File: src/rtl/axi_lite_ipif_bridge_pkg.sv
// Shared constants and FSM encoding for the AXI4-Lite to IPIF bridge.
package axi_lite_ipif_bridge_pkg;

    localparam logic [1:0] AXI_RESP_OKAY   = 2'b00;
    localparam logic [1:0] AXI_RESP_SLVERR = 2'b10;
    localparam logic [1:0] AXI_RESP_DECERR = 2'b11;

    localparam int TO_CNT_W = 8;

    typedef enum logic [2:0] {
        ST_IDLE  = 3'd0,
        ST_RD    = 3'd1,
        ST_WR    = 3'd2,
        ST_RRESP = 3'd3,
        ST_BRESP = 3'd4
    } bridge_state_t;

endpackage

File: src/rtl/axi_lite_ipif_timeout.sv
// Data-phase watchdog: counts cycles while enabled and flags the last allowed cycle.
module axi_lite_ipif_timeout
    import axi_lite_ipif_bridge_pkg::*;
#(
    parameter int LIMIT = 16
) (
    input  logic clk,
    input  logic rst,
    input  logic clear,
    input  logic enable,
    output logic expired
);

    localparam logic [TO_CNT_W-1:0] LAST = TO_CNT_W'(LIMIT - 1);

    logic [TO_CNT_W-1:0] count;

    always_ff @(posedge clk) begin
        if (rst || clear) begin
            count <= '0;
        end else if (enable) begin
            count <= count + TO_CNT_W'(1);
        end
    end

    // LIMIT of zero turns the watchdog off entirely.
    assign expired = (LIMIT != 0) && enable && (count == LAST);

endmodule

File: src/rtl/axi_lite_ipif_bridge.sv
// AXI4-Lite slave front end that runs one register access at a time over the IPIF strobe/ack interface.
module axi_lite_ipif_bridge
    import axi_lite_ipif_bridge_pkg::*;
#(
    parameter int                              C_S_AXI_DATA_WIDTH = 32,
    parameter int                              C_S_AXI_ADDR_WIDTH = 32,
    parameter logic [C_S_AXI_ADDR_WIDTH-1:0]   C_BASEADDR         = 32'hFFFF_FFFF,
    parameter logic [C_S_AXI_ADDR_WIDTH-1:0]   C_HIGHADDR         = 32'h0000_0000,
    parameter int                              C_DPHASE_TIMEOUT   = 16
) (
    input  logic                            S_AXI_ACLK,
    input  logic                            S_AXI_ARESET,
    input  logic [C_S_AXI_ADDR_WIDTH-1:0]   S_AXI_AWADDR,
    input  logic                            S_AXI_AWVALID,
    output logic                            S_AXI_AWREADY,
    input  logic [C_S_AXI_DATA_WIDTH-1:0]   S_AXI_WDATA,
    input  logic [C_S_AXI_DATA_WIDTH/8-1:0] S_AXI_WSTRB,
    input  logic                            S_AXI_WVALID,
    output logic                            S_AXI_WREADY,
    output logic [1:0]                      S_AXI_BRESP,
    output logic                            S_AXI_BVALID,
    input  logic                            S_AXI_BREADY,
    input  logic [C_S_AXI_ADDR_WIDTH-1:0]   S_AXI_ARADDR,
    input  logic                            S_AXI_ARVALID,
    output logic                            S_AXI_ARREADY,
    output logic [C_S_AXI_DATA_WIDTH-1:0]   S_AXI_RDATA,
    output logic [1:0]                      S_AXI_RRESP,
    output logic                            S_AXI_RVALID,
    input  logic                            S_AXI_RREADY,
    output logic                            Bus2IP_Clk,
    output logic                            Bus2IP_Resetn,
    output logic [C_S_AXI_ADDR_WIDTH-1:0]   Bus2IP_Addr,
    output logic                            Bus2IP_CS,
    output logic                            Bus2IP_RNW,
    output logic [C_S_AXI_DATA_WIDTH-1:0]   Bus2IP_Data,
    output logic [C_S_AXI_DATA_WIDTH/8-1:0] Bus2IP_BE,
    input  logic [C_S_AXI_DATA_WIDTH-1:0]   IP2Bus_Data,
    input  logic                            IP2Bus_RdAck,
    input  logic                            IP2Bus_WrAck,
    input  logic                            IP2Bus_Error
);

    bridge_state_t state;
    logic          rd_hit;
    logic          wr_hit;
    logic          to_clear;
    logic          to_expired;

    assign Bus2IP_Clk    = S_AXI_ACLK;
    assign Bus2IP_Resetn = ~S_AXI_ARESET;

    assign rd_hit   = (S_AXI_ARADDR >= C_BASEADDR) && (S_AXI_ARADDR <= C_HIGHADDR);
    assign wr_hit   = (S_AXI_AWADDR >= C_BASEADDR) && (S_AXI_AWADDR <= C_HIGHADDR);
    assign to_clear = (state != ST_RD) && (state != ST_WR);

    axi_lite_ipif_timeout #(
        .LIMIT (C_DPHASE_TIMEOUT)
    ) u_timeout (
        .clk     (S_AXI_ACLK),
        .rst     (S_AXI_ARESET),
        .clear   (to_clear),
        .enable  (Bus2IP_CS),
        .expired (to_expired)
    );

    always_ff @(posedge S_AXI_ACLK) begin
        if (S_AXI_ARESET) begin
            state         <= ST_IDLE;
            S_AXI_AWREADY <= 1'b0;
            S_AXI_WREADY  <= 1'b0;
            S_AXI_ARREADY <= 1'b0;
            S_AXI_BVALID  <= 1'b0;
            S_AXI_BRESP   <= AXI_RESP_OKAY;
            S_AXI_RVALID  <= 1'b0;
            S_AXI_RRESP   <= AXI_RESP_OKAY;
            S_AXI_RDATA   <= '0;
            Bus2IP_CS     <= 1'b0;
            Bus2IP_RNW    <= 1'b1;
            Bus2IP_Addr   <= '0;
            Bus2IP_Data   <= '0;
            Bus2IP_BE     <= '0;
        end else begin
            S_AXI_AWREADY <= 1'b0;
            S_AXI_WREADY  <= 1'b0;
            S_AXI_ARREADY <= 1'b0;
            case (state)
                ST_IDLE: begin
                    // Reads take priority; a write needs both AW and W present together.
                    if (S_AXI_ARVALID) begin
                        Bus2IP_Addr   <= S_AXI_ARADDR - C_BASEADDR;
                        Bus2IP_RNW    <= 1'b1;
                        Bus2IP_CS     <= rd_hit;
                        S_AXI_ARREADY <= 1'b1;
                        state         <= ST_RD;
                    end else if (S_AXI_AWVALID && S_AXI_WVALID) begin
                        Bus2IP_Addr   <= S_AXI_AWADDR - C_BASEADDR;
                        Bus2IP_Data   <= S_AXI_WDATA;
                        Bus2IP_BE     <= S_AXI_WSTRB;
                        Bus2IP_RNW    <= 1'b0;
                        Bus2IP_CS     <= wr_hit;
                        S_AXI_AWREADY <= 1'b1;
                        S_AXI_WREADY  <= 1'b1;
                        state         <= ST_WR;
                    end
                end
                ST_RD: begin
                    // CS low here can only mean the address missed the decode window.
                    if (!Bus2IP_CS) begin
                        S_AXI_RDATA  <= '0;
                        S_AXI_RRESP  <= AXI_RESP_DECERR;
                        S_AXI_RVALID <= 1'b1;
                        state        <= ST_RRESP;
                    end else if (IP2Bus_RdAck) begin
                        Bus2IP_CS    <= 1'b0;
                        S_AXI_RDATA  <= IP2Bus_Data;
                        S_AXI_RRESP  <= IP2Bus_Error ? AXI_RESP_SLVERR : AXI_RESP_OKAY;
                        S_AXI_RVALID <= 1'b1;
                        state        <= ST_RRESP;
                    end else if (to_expired) begin
                        Bus2IP_CS    <= 1'b0;
                        S_AXI_RDATA  <= '0;
                        S_AXI_RRESP  <= AXI_RESP_SLVERR;
                        S_AXI_RVALID <= 1'b1;
                        state        <= ST_RRESP;
                    end
                end
                ST_WR: begin
                    if (!Bus2IP_CS) begin
                        S_AXI_BRESP  <= AXI_RESP_DECERR;
                        S_AXI_BVALID <= 1'b1;
                        state        <= ST_BRESP;
                    end else if (IP2Bus_WrAck) begin
                        Bus2IP_CS    <= 1'b0;
                        S_AXI_BRESP  <= IP2Bus_Error ? AXI_RESP_SLVERR : AXI_RESP_OKAY;
                        S_AXI_BVALID <= 1'b1;
                        state        <= ST_BRESP;
                    end else if (to_expired) begin
                        Bus2IP_CS    <= 1'b0;
                        S_AXI_BRESP  <= AXI_RESP_SLVERR;
                        S_AXI_BVALID <= 1'b1;
                        state        <= ST_BRESP;
                    end
                end
                ST_RRESP: begin
                    if (S_AXI_RREADY) begin
                        S_AXI_RVALID <= 1'b0;
                        state        <= ST_IDLE;
                    end
                end
                ST_BRESP: begin
                    if (S_AXI_BREADY) begin
                        S_AXI_BVALID <= 1'b0;
                        state        <= ST_IDLE;
                    end
                end
                default: state <= ST_IDLE;
            endcase
        end
    end

endmodule

File: config.mk
export PLATFORM = sky130hd
export DESIGN_NAME = axi_lite_ipif_bridge
export DESIGN_NICKNAME = d
export VERILOG_FILES = /design/src/rtl/axi_lite_ipif_bridge_pkg.sv /design/src/rtl/axi_lite_ipif_timeout.sv /design/src/rtl/axi_lite_ipif_bridge.sv
export SDC_FILE = /design/constraint.sdc
export NUM_CORES = 1
export LEC_CHECK = 0
export BUFFER_PORTS_ARGS = -buffer_cell sky130_fd_sc_hd__buf_2
export CAP_MARGIN = 20
export CORE_UTILIZATION = 40
export CTS_CLUSTER_SIZE = 12
export DETAILED_ROUTE_END_ITERATION = 8
export GPL_TIMING_DRIVEN = 1
export PLACE_DENSITY = 0.67
export RECOVER_POWER = 25
export SLEW_MARGIN = 40
export SYNTH_ARGS = -nofsm -noshare
export SYNTH_HDL_FRONTEND = slang
export SYNTH_SLANG_ARGS = --single-unit
export TNS_END_PERCENT = 100
File: constraint.sdc
create_clock -name S_AXI_ACLK -period 3.08 [get_ports S_AXI_ACLK]
set_input_delay 0.308 -clock S_AXI_ACLK [delete_from_list [all_inputs] [get_ports S_AXI_ACLK]]
set_output_delay 0.308 -clock S_AXI_ACLK [all_outputs]
set_load 0.1 [all_outputs]
---- Word level (Yosys, flattened, before mapping) ----
Index checks and enable logic that the tools add are counted.
operators by class
  add/subtract/negate cells ............... 3
  magnitude comparators ................... 4
  equal/unequal tests ..................... 14
  multiplexer cells ....................... 43
  bitwise operators ....................... 3
  reduce and logical (&&, ||, !) cells .... 21
operators with widths
  cell                                                              number
  two-way mux 32 bit                                                5
  greater-or-equal comparator 32 bit (second input constant)        2
  less-or-equal comparator 32 x 1 -> 1 bit (second input constant)  2
  subtractor 32 bit (second input constant)                         2
  two-way mux 3 bit                                                 10
  two-way mux 1 bit                                                 18
  case mux 3 bit (5 select lines)                                   1
  two-way mux 2 bit                                                 6
  != test 3 x 1 -> 1 bit (second input constant)                    3
  AND reduction 3 bit                                               3
  adder 8 x 1 -> 8 bit (second input constant)                      1
  equality test 8 x 4 -> 1 bit (second input constant)              1
  != test 4 bit (second input constant)                             2
  AND reduction 2 bit                                               4
  equality test 3 x 2 -> 1 bit (second input constant)              2
  nonzero test 2 bit                                                3
  logical AND 1 bit                                                 5
  AND reduction 5 bit                                               1
  != test 2 bit (second input constant)                             2
  case mux 1 bit (2 select lines)                                   2
  equality test 3 x 1 -> 1 bit (second input constant)              1
  equality test 3 bit (second input constant)                       1
  logical NOT 3 bit                                                 1
  != test 3 x 2 -> 1 bit (second input constant)                    1
  7 further kinds                                                   9
storage, ports and cells
  bits in registers ....................... 121
  input port bits ......................... 142

---- Depth between registers and ports, before layout ----
Gate-level depths: netlist (run 1).
  depth after elaboration ................. 6
  depth in mapped cells ................... 8
  mapped depth without buffers ............ 6

---- Cells and area by module ----
Synthesis (run 1) repeated with hierarchy kept, for this count alone.
unflattened totals
  cell total of the unflattened synthesis .. 785
  area total of the unflattened synthesis .. 6,134.6 sq um
by module, submodules not included
  module                 times used  cells an instance  area each (sq um)  seq. area each (sq um)
  axi_lite_ipif_bridge   1           746                5,778.0            2,262.2
  axi_lite_ipif_timeout  1           39                 356.6              160.2

==> metrics.yaml, run 1 <==
worst_setup_path:
  endpoint_kind: "output port"
  rrSetupSlack_ns: 0.77
  reg2reg_depth: 5
  path_max_fanout: 23
  worstPathRequired_ns: 2.77
  setup.worst_path.start_class: "input port"
  worst_r2r_endpoint: "S_AXI_RDATA[18]"
  timing.rr.start: "u_timeout.count[4]"
  worst_path_class_setup: "input port to output port"
  worst_ep_arrival_time_ns: 2.30
clock_network:
  tritoncts: "done"
  worst_skew_pair_later_pin_latency_ns: 0.54
  cts.reportedPaths.clkPinSlew_ns: 0.06
  cts_hold_repair.buffers: 19
  post_cts_buffers: 0
  postCtsResizedCells: 0
drt:
  postRouteAntennaNets: 0
  vias_per_cell: 5.47
  route.detailed.drc: 0
  detail_route.wirelength.met1_um: 8990
  vias: 7039
  route.detailed.wl_per_inst_um: 16.3
  met2WireLength_um: 9940
  route.met3.wl_um: 1520
  top_layer: "met5"
  drtPass1Iterations: 6
  drtIter0Drc: 496
  wirelength_routed_um: 21000
sta:
  tns_ns: 0
  slew_at_the_pin_closest_to_its_max_slew_limit_ns: 1.54
  max_slew_margin_pct: -2.37
  setup_violations: 0
  worst_hold_slack_ns: 0.00904
  drv_slew: 74
  fin_worst_skew_ns: 0.0121
  final_min_period_over_clock_period_pct: 84.5
  final.setup.worst_slack_ns: 0.477
  timing_hold_violations_final: 0
  max_freq_ghz: 0.384
  finalWorstPathRequiredPeriod_ns: 2.60
  rsz_0062_raised_after_global_routing: "false"
floorplan:
  io-pin-count: 255
  design.die.area_um2: 16300
  design.core.area_um2: 15300
  std_cell_rows: 45
  die_width_um: 128
  floorplan.die.height_um: 128
  starting_density_of_the_core_pct: 41.2
logic_synthesis:
  post_synthesis_sequential_element_count: 121
  post_synth_most_frequent_cells: "sky130_fd_sc_hd__nand2_1 (149), sky130_fd_sc_hd__dfxtp_1 (121), sky130_fd_sc_hd__a21oi_1 (89)"
  synthesis.instances: 816
  synthMostInstantiatedCell: "sky130_fd_sc_hd__nand2_1"
  yosys.cell_types.count: 59
  ys_warn_count: 0
  synth.largest_area_cell: "sky130_fd_sc_hd__dfxtp_1"
  syn-mean-instance-area_um2: 7.73
  share_of_synthesized_registers_carrying_an_async_set_or_reset_pct: 0
  postSynthNetCount: 963
  synth_ff_type: "sky130_fd_sc_hd__dfxtp_1"
  netlist_area_pre_place_um2: 6310
  sequential_fraction_of_the_synthesis_area_pct: 38.4
  synth-edff-count: 0
  synth.area.top_cells: "sky130_fd_sc_hd__dfxtp_1 (38%), sky130_fd_sc_hd__nand2_1 (8.9%), sky130_fd_sc_hd__a21oi_1 (7.1%)"
  synth_top_area_share_pct: 38.4
cells_and_area:
  fraction_of_layout_instances_using_a_drive_strength_above_1_pct: 25.1
  layout_fillers: 1527
  num-nets-final: 1206
  post_layout_inst_area_um2: 8510
  layout.area.seq_um2: 2420
  multi_input_area_um2: 3550
  area.growth.synth_to_final_pct: 35.0
power:
  irDropWorstVdd_mv: 0.796
  power.total_mw: 5.68
  lkg_pwr_nw: 3.34
  power_density_nw_per_um2: 667
grt:
  grt_pass1_vias: 6260
  grt_antenna_before_repair: 5
  gr-total-overflow: 0
  track_usage_pct: 25.3
  first_pass_grt_wire_length_um: 31900
  grt_max_degree: 74
place:
  detailedPlacementHpwl_um: 15200
  globalplace.congestion: 0.929
  dpl_worst_slack_ns: 0.801
  input_output_buffers: 254
  detailed_place.area_um2: 7660
hold_path:
  worst_hold_startpoint: "S_AXI_WDATA[30]"
  timing.hold.worst.class: "input port to flop"
  holdPathStages: 3
  worst_hold_path.endpoint: "Bus2IP_Data[30]"
status:
  violations: "capacitance limit, slew limit"
  outcome: "finished with violations"
flow_run:
  max-cap-violations: 1
-- cell type report --
cell class | count | area share (%)
Multi-Input combinational cell | 612 | 41.7
Tap cell | 211 | 3.10
Antenna cell | 4 | 0.118
Sequential cell | 121 | 28.5
Inverter | 20 | 0.882
Timing Repair Buffer | 283 | 17.3
Clock inverter | 15 | 2.50
Clock buffer | 21 | 5.94
-- cells in the final DEF, fill, tap and decap left out, drive strengths merged, types with 5 or more instances in the layout --
master / n
nor4: 22
xor2: 6
nand3: 35
nor2: 32
or3: 5
and2: 6
nor3: 34
o31a: 10
nand4: 56
dlygate4sd3: 19
a31oi: 7
o211ai: 8
o21ai: 26
and3: 11
dfxtp: 121
inv: 25
or4: 6
o31ai: 8
mux2i: 7
clkbuf: 71
nand2: 149
a211oi: 6
ha: 5
and4: 16
buf: 214
a21oi: 89
xnor2: 22
-- through the flow --
step,utilization [%],std cells
final,55.6,1287
after global placement,50.0,1229
after detailed placement,50.0,1229
after CTS,55.9,1283
after floorplan,-,816
after global routing,55.6,1286
-- state kept, by name, summed over array words and instances (netlist names), 2 cells and up --
name / count
Bus2IP_Addr: 32
Bus2IP_BE: 4
Bus2IP_Data: 32
S_AXI_BRESP: 2
S_AXI_RDATA: 32
S_AXI_RRESP: 2
state: 3
u_timeout.count: 8
-- per-layer routing --
metal	global-route usage, %	vias up
met4	11.1	2
met3	8.00	49
met1	30.4	3248
met2	41.3	281
li1	-	3459
met5	0	-
-- cells by family (layout without fill, tap and decap cells) --
| kind of cell | after synthesis | after routing | synth area share [%] |
|---|---|---|---|
| multiplexers | 9 | 9 | 1.47 |
| AND/OR/NAND/NOR | 383 | 383 | 31.3 |
| flip-flops | 121 | 121 | 38.4 |
| buffers and inverters | 83 | 339 | 5.40 |
| adder cells (fa/ha/maj) | 5 | 5 | 0.992 |
| XOR/XNOR | 28 | 28 | 3.89 |
| other | 0 | 4 | 0 |
| AO/OA/AOI/OAI | 187 | 187 | 18.6 |
-- worst max path at each step --
stage | cells after the start | from | end
6_report | 3 | S_AXI_ARESET | Bus2IP_Resetn
5_1_grt | 4 | S_AXI_ARESET | u_timeout.count[5]
4_1_cts | 3 | S_AXI_ACLK | Bus2IP_Clk
3_5_place_dp | 5 | u_timeout.count[4] | S_AXI_RDATA[12]
3_3_place_gp | 5 | u_timeout.count[4] | S_AXI_RDATA[12]
2_1_floorplan | 5 | Bus2IP_CS | S_AXI_RDATA[0]
-- report_power, final --
part | internal, mW | switching [mW] | leakage, nW
combinational | 0.309 | 1.16 | 2.01
sequential | 1.67 | 0.0693 | 0.984
clock | 1.54 | 0.928 | 0.342
-- worst max-delay path, cell delays in order --
cell	delay, ns
sky130_fd_sc_hd__clkbuf_1	0.87
sky130_fd_sc_hd__inv_1	0.64
sky130_fd_sc_hd__buf_2	0.46
No activity file was read; power rests on OpenSTA's default activity.
==> run 2, diff against run 1 <==
==> constraint.sdc (replaced) <==
create_clock -name S_AXI_ACLK -period 2.6 [get_ports S_AXI_ACLK]
set_input_delay 0.26 -clock S_AXI_ACLK [delete_from_list [all_inputs] [get_ports S_AXI_ACLK]]
set_output_delay 0.26 -clock S_AXI_ACLK [all_outputs]
set_load 0.1 [all_outputs]
==> run 2 against run 1 <==
Net effect:
- the run now ends clean
- final area increased by 2.8%
- sequential cell count did not move
- wire length rose by 5.1%
- global-route usage is 1.2 points higher
- clock power up 11%
- largest cell class unchanged
- largest power group unchanged
==> metrics.yaml, run 2 (synthesis gave the netlist of run 1 again) <==
floorplan:
  design.die.area_um2: 16300
  floorplan.die.height_um: 128
  std_cell_rows: 45
  die_width_um: 128
  starting_density_of_the_core_pct: 41.2
  io-pin-count: 255
  design.core.area_um2: 15300
flow_run:
  max-cap-violations: 0
grt:
  grt_util_met3_pct: 7.96
  grt_pass1_vias: 6619
  first_pass_grt_wire_length_um: 33500
  grt-busiest-layer: "met2"
  gr-total-overflow: 0
  groute.layer.met2.usage_pct: 42.1
  track_usage_pct: 26.4
  grt_antenna_before_repair: 5
  grt_max_degree: 73
  fraction_of_met1_tracks_used_by_global_routing_pct: 30.7
sta:
  tns_ns: 0
  finalWorstPathRequiredPeriod_ns: 2.16
  max_freq_ghz: 0.462
  fin_worst_skew_ns: 0.0104
  drv_slew: 0
  rsz_0062_raised_after_global_routing: "false"
  final_min_period_over_clock_period_pct: 83.3
  max_slew_margin_pct: 19.4
  setup_violations: 0
  slew_at_the_pin_closest_to_its_max_slew_limit_ns: 1.21
  timing_hold_violations_final: 0
cells_and_area:
  multi_input_area_um2: 3550
  layout_fillers: 1458
  layout.core_utilization_pct: 57.1
  layout.area.seq_um2: 2420
  layout_common_cells: "sky130_fd_sc_hd__buf_2 (206), sky130_fd_sc_hd__nand2_1 (149), sky130_fd_sc_hd__dfxtp_1 (121)"
  fraction_of_layout_instances_using_a_drive_strength_above_1_pct: 25.0
  num-nets-final: 1233
  area.growth.synth_to_final_pct: 38.8
  layout_commonest_cell: "sky130_fd_sc_hd__buf_2"
  largestRegisters: "Bus2IP_Addr x32, Bus2IP_Data x32, S_AXI_RDATA x32"
clock_network:
  postCtsResizedCells: 0
  cts.reportedPaths.clkPinSlew_ns: 0.06
  tritoncts: "done"
  post_cts_buffers: 0
  cts_hold_repair.buffers: 40
  worst_skew_pair_later_pin_latency_ns: 0.53
power:
  power.total_mw: 6.61
  clockPowerShare_pct: 41.5
  power.net_switching_mw: 2.55
  cell_internal_pwr_mw: 4.06
  share_seq_of_total_power_pct: 31.2
  switching_share_pct: 38.6
  comb_power_share_pct: 27.2
  irDropWorstVdd_mv: 0.796
  power_density_nw_per_um2: 755
  lkg_pwr_nw: 3.45
worst_setup_path:
  timing.critical_path.slowest_stage_cell: "sky130_fd_sc_hd__buf_2"
  endpoint_kind: "output port"
  worstPathCellList: "buf_4 -> buf_2"
  path_max_fanout: 36
  worstPathRequired_ns: 2.34
  worst_path_class_setup: "flop to output port"
  setup.worst_path.start_class: "flop"
  slowest_delay_ns: 0.50
  worst_ep_arrival_time_ns: 1.90
status:
  outcome: "finished, final reports clean"
place:
  input_output_buffers: 254
  globalplace.congestion: 0.918
  detailedPlacementHpwl_um: 15400
drt:
  drtPass1Iterations: 5
  route.detailed.wl_per_inst_um: 16.8
  drtIter0Drc: 507
  vias: 7251
  route.detailed.drc: 0
  wirelength_routed_um: 22100
  vias_per_cell: 5.52
  postRouteAntennaNets: 0
hold_path:
  timing.hold.worst.class: "input port to flop"
[run 2: through the flow]
step / hold WS [ns] / std cells / instance area, um^2 / worst slack (ns)
2_1_floorplan: 0.344 / 816 / 6310 / 0.316
3_3_place_gp: 0.437 / 1235 / 7730 / 0.479
3_5_place_dp: 0.440 / 1235 / 7730 / 0.428
4_1_cts: 0.000141 / 1310 / 8810 / 0.431
5_1_grt: 0.0118 / 1313 / 8750 / 0.252
6_report: 0.00839 / 1314 / 8750 / 0.435
[run 2: final cells by class]
cell class              count  share of cell area, %
diodes                      4                  0.114
clock buffers              24                   6.13
clock inverters            12                   1.59
inverters                  20                  0.858
multi-input cells         612                   40.6
flip-flops and latches    121                   27.7
well taps                 211                   3.02
repair buffers            310                   20.1
[run 2: final timing paths]
path / start / cells after the start / slack [ns] / end
setup / recovery: Bus2IP_CS / 2 / 0.44 / Bus2IP_CS
hold / removal: IP2Bus_Data[15] / 3 / 0.008 / S_AXI_RDATA[15]
setup reg to reg: u_timeout.count[4] / 6 / 0.45 / S_AXI_RDATA[6]
hold reg to reg: S_AXI_RDATA[15] / 2 / 0.45 / S_AXI_RDATA[15]
[run 2: critical path, delay by kind of cell (launching register included)]
family,cells,cell delay [ns]
flip-flops,1,0.47
buffers and inverters,2,0.89
[run 2: power groups by stage]
stage	Clock [mW]	Sequential (mW)	Combinational [mW]
global placement	0.135	2.10	1.75
floorplan	0.145	2.89	0.496
CTS	2.78	2.06	1.80
global route	2.86	2.08	1.89
finish	2.75	2.06	1.80
detailed placement	0.135	2.10	1.75
[run 2: per-layer routing]
metal  routed length (um)  share of wire [%]
met4                  984                4.5
met5                   10              0.045
met1                 8920                 40
met3                 1910                8.7
met2                10200                 46
==> run 3, diff against run 2 <==
--- a/config.mk
+++ b/config.mk
@@ -11,7 +11,7 @@
 export CTS_CLUSTER_SIZE = 12
 export DETAILED_ROUTE_END_ITERATION = 8
 export GPL_TIMING_DRIVEN = 1
-export PLACE_DENSITY = 0.67
+export PLACE_DENSITY = 0.7
 export RECOVER_POWER = 25
 export SLEW_MARGIN = 40
 export SYNTH_ARGS = -nofsm -noshare
==> constraint.sdc (replaced) <==
create_clock -name S_AXI_ACLK -period 1.98 [get_ports S_AXI_ACLK]
set_input_delay 0.198 -clock S_AXI_ACLK [delete_from_list [all_inputs] [get_ports S_AXI_ACLK]]
set_output_delay 0.198 -clock S_AXI_ACLK [all_outputs]
set_load 0.1 [all_outputs]
==> run 3 against run 2 <==
Net effect:
- sequential share of layout area decreased by 1.9 points
- global-route usage up 1.1 points
- via count up 4.2%
- final cell count up 4.1%
- critical path depth is 4 higher
- hold slack better by 0.025 ns
- clock power up 35%
- power increased by 35%
- critical endpoint is now S_AXI_RDATA[30]
- largest cell class unchanged
==> metrics.yaml, run 3 (synthesis gave the netlist of run 1 again) <==
power:
  cell_internal_pwr_mw: 5.53
  share_seq_of_total_power_pct: 30.3
  power.net_switching_mw: 3.36
  clockPowerShare_pct: 41.5
  power_density_nw_per_um2: 948
  comb_power_share_pct: 28.1
  lkg_pwr_nw: 3.90
  switching_share_pct: 37.8
  power.total_mw: 8.90
  irDropWorstVdd_mv: 1.12
clock_network:
  cts.reportedPaths.clkPinSlew_ns: 0.06
  tritoncts: "done"
  worst_skew_pair_later_pin_latency_ns: 0.53
  post_cts_buffers: 0
cells_and_area:
  post_layout_inst_area_um2: 9390
  fraction_of_layout_instances_using_a_drive_strength_above_1_pct: 30.9
  layout.core_utilization_pct: 61.3
  largestRegisters: "Bus2IP_Addr x32, Bus2IP_Data x32, S_AXI_RDATA x32"
  area.growth.synth_to_final_pct: 48.9
  antenna_cells: 0
  num-nets-final: 1291
  layout_commonest_cell: "sky130_fd_sc_hd__buf_2"
  layout_common_cells: "sky130_fd_sc_hd__buf_2 (204), sky130_fd_sc_hd__nand2_1 (149), sky130_fd_sc_hd__dfxtp_1 (120)"
floorplan:
  std_cell_rows: 45
  design.core.area_um2: 15300
  die_width_um: 128
  floorplan.die.height_um: 128
  starting_density_of_the_core_pct: 41.2
  io-pin-count: 255
  design.die.area_um2: 16300
worst_setup_path:
  slowest_delay_ns: 0.59
  timing.critical_path.buf_inv: 1
  endpoint_kind: "flop"
  worst_path_class_setup: "flop to flop"
  path_max_fanout: 16
  worst_ep_arrival_time_ns: 2.31
  worstPathCellList: "or4_1 -> o21ai_4 -> o211ai_1 -> buf_4 -> nand2_1 -> a21oi_1"
  rrSetupSlack_ns: 0.07
  timing.critical_path.slowest_stage_cell: "sky130_fd_sc_hd__or4_1"
  kind_of_cell_with_the_highest_combined_delay_on_the_critical_path: "simple AND/OR/NAND/NOR gates"
  setup.worst_path.start_class: "flop"
  worstPathRequired_ns: 2.38
sta:
  slew_at_the_pin_closest_to_its_max_slew_limit_ns: 0.661
  tns_ns: 0
  drv_slew: 0
  setup_violations: 0
  finalWorstPathRequiredPeriod_ns: 1.91
  rsz_0062_raised_after_global_routing: "false"
  timing_hold_violations_final: 0
  max_freq_ghz: 0.525
  fin_worst_skew_ns: 0.00707
  final.setup.worst_slack_ns: 0.0741
  final_min_period_over_clock_period_pct: 96.3
  max_slew_margin_pct: 55.7
status:
  outcome: "finished, final reports clean"
place:
  detailed_place.area_um2: 7950
  dpl_worst_slack_ns: 0.0180
  detailedPlacementHpwl_um: 15600
  input_output_buffers: 254
  globalplace.congestion: 0.911
grt:
  grt_max_degree: 42
  first_pass_grt_wire_length_um: 34900
  groute.layer.met2.usage_pct: 45.0
  grt_antenna_before_repair: 1
  gr-total-overflow: 0
  grt-busiest-layer: "met2"
  track_usage_pct: 27.5
  fraction_of_met1_tracks_used_by_global_routing_pct: 32.4
  grt_pass1_vias: 6932
  grt_util_met3_pct: 8.29
drt:
  route.detailed.wl_per_inst_um: 16.7
  wirelength_routed_um: 22900
  route.detailed.drc: 0
  vias: 7552
  drtPass1Iterations: 5
  drtIter0Drc: 675
  postRouteAntennaNets: 0
  vias_per_cell: 5.52
hold_path:
  timing.hold.worst.class: "input port to flop"
flow_run:
  max-cap-violations: 0
-- run 3: changes by cell type in the layout (fill, tap and decap cells not counted), moves of 2 or more --
cell / previous run / this run
sky130_fd_sc_hd__buf_2: 206 / 204
sky130_fd_sc_hd__buf_4: 14 / 43
sky130_fd_sc_hd__clkbuf_1: 50 / 1
sky130_fd_sc_hd__clkbuf_2: 0 / 49
sky130_fd_sc_hd__clkinv_4: 1 / 4
sky130_fd_sc_hd__clkinvlp_4: 4 / 1
sky130_fd_sc_hd__diode_2: 4 / 0
sky130_fd_sc_hd__dlygate4sd3_1: 40 / 69
-- run 3: final timing paths --
kind	cells after the start	endpoint	startpoint
worst min-delay path	3	state[2]	S_AXI_BREADY
worst min register to register	2	S_AXI_RDATA[20]	S_AXI_RDATA[20]
worst max register to register	6	S_AXI_RDATA[30]	u_timeout.count[4]
worst max-delay path	6	S_AXI_RDATA[30]	u_timeout.count[4]
-- run 3: worst register-to-register path: cells and delay by family, from the launching register on --
kind                   cells  cell delay [ns]
AO/OA/AOI/OAI              3             0.53
AND/OR/NAND/NOR            2             0.68
flip-flops                 1             0.30
buffers and inverters      1             0.28
-- run 3: layout make-up --
cell class                 count  area [um^2]
multi-input combinational    612         3590
fill                        1351         5930
clock inverter                13          169
inverter                      20         75.1
sequential                   121         2420
tap                          211          264
clock buffer                  23          523
timing repair buffer         368         2350
-- run 3: power by group through the flow --
| stage | combinational (mW) | sequential (mW) | clock (mW) |
|---|---|---|---|
| floorplan | 0.651 | 3.80 | 0.191 |
| global placement | 2.33 | 2.74 | 0.178 |
| detailed placement | 2.34 | 2.74 | 0.178 |
| CTS | 2.45 | 2.70 | 3.73 |
| global route | 2.62 | 2.72 | 3.87 |
| finish | 2.50 | 2.70 | 3.70 |
-- run 3: repair_timing --
| action | CTS | global route |
|---|---|---|
| hold buffers | 69 | 0 |
| setup endpoints to repair | 0 | 40 |
| hold endpoints to repair | 70 | 0 |
| gates resized for setup | 0 | 7 |
-- run 3: routing by layer --
layer	routed length (um)	vias to the layer above
li1	-	3630
met1	9390	3479
met3	1810	79
met5	13	-
met4	800	2
met2	10900	362
-- run 3: per-stage QoR --
stage,hold slack (ns),std cells
final,0.0331,1368
after global routing,0.0353,1368
after floorplan,0.282,816
after CTS,0.0240,1367
after detailed placement,0.441,1263
after global placement,0.435,1263
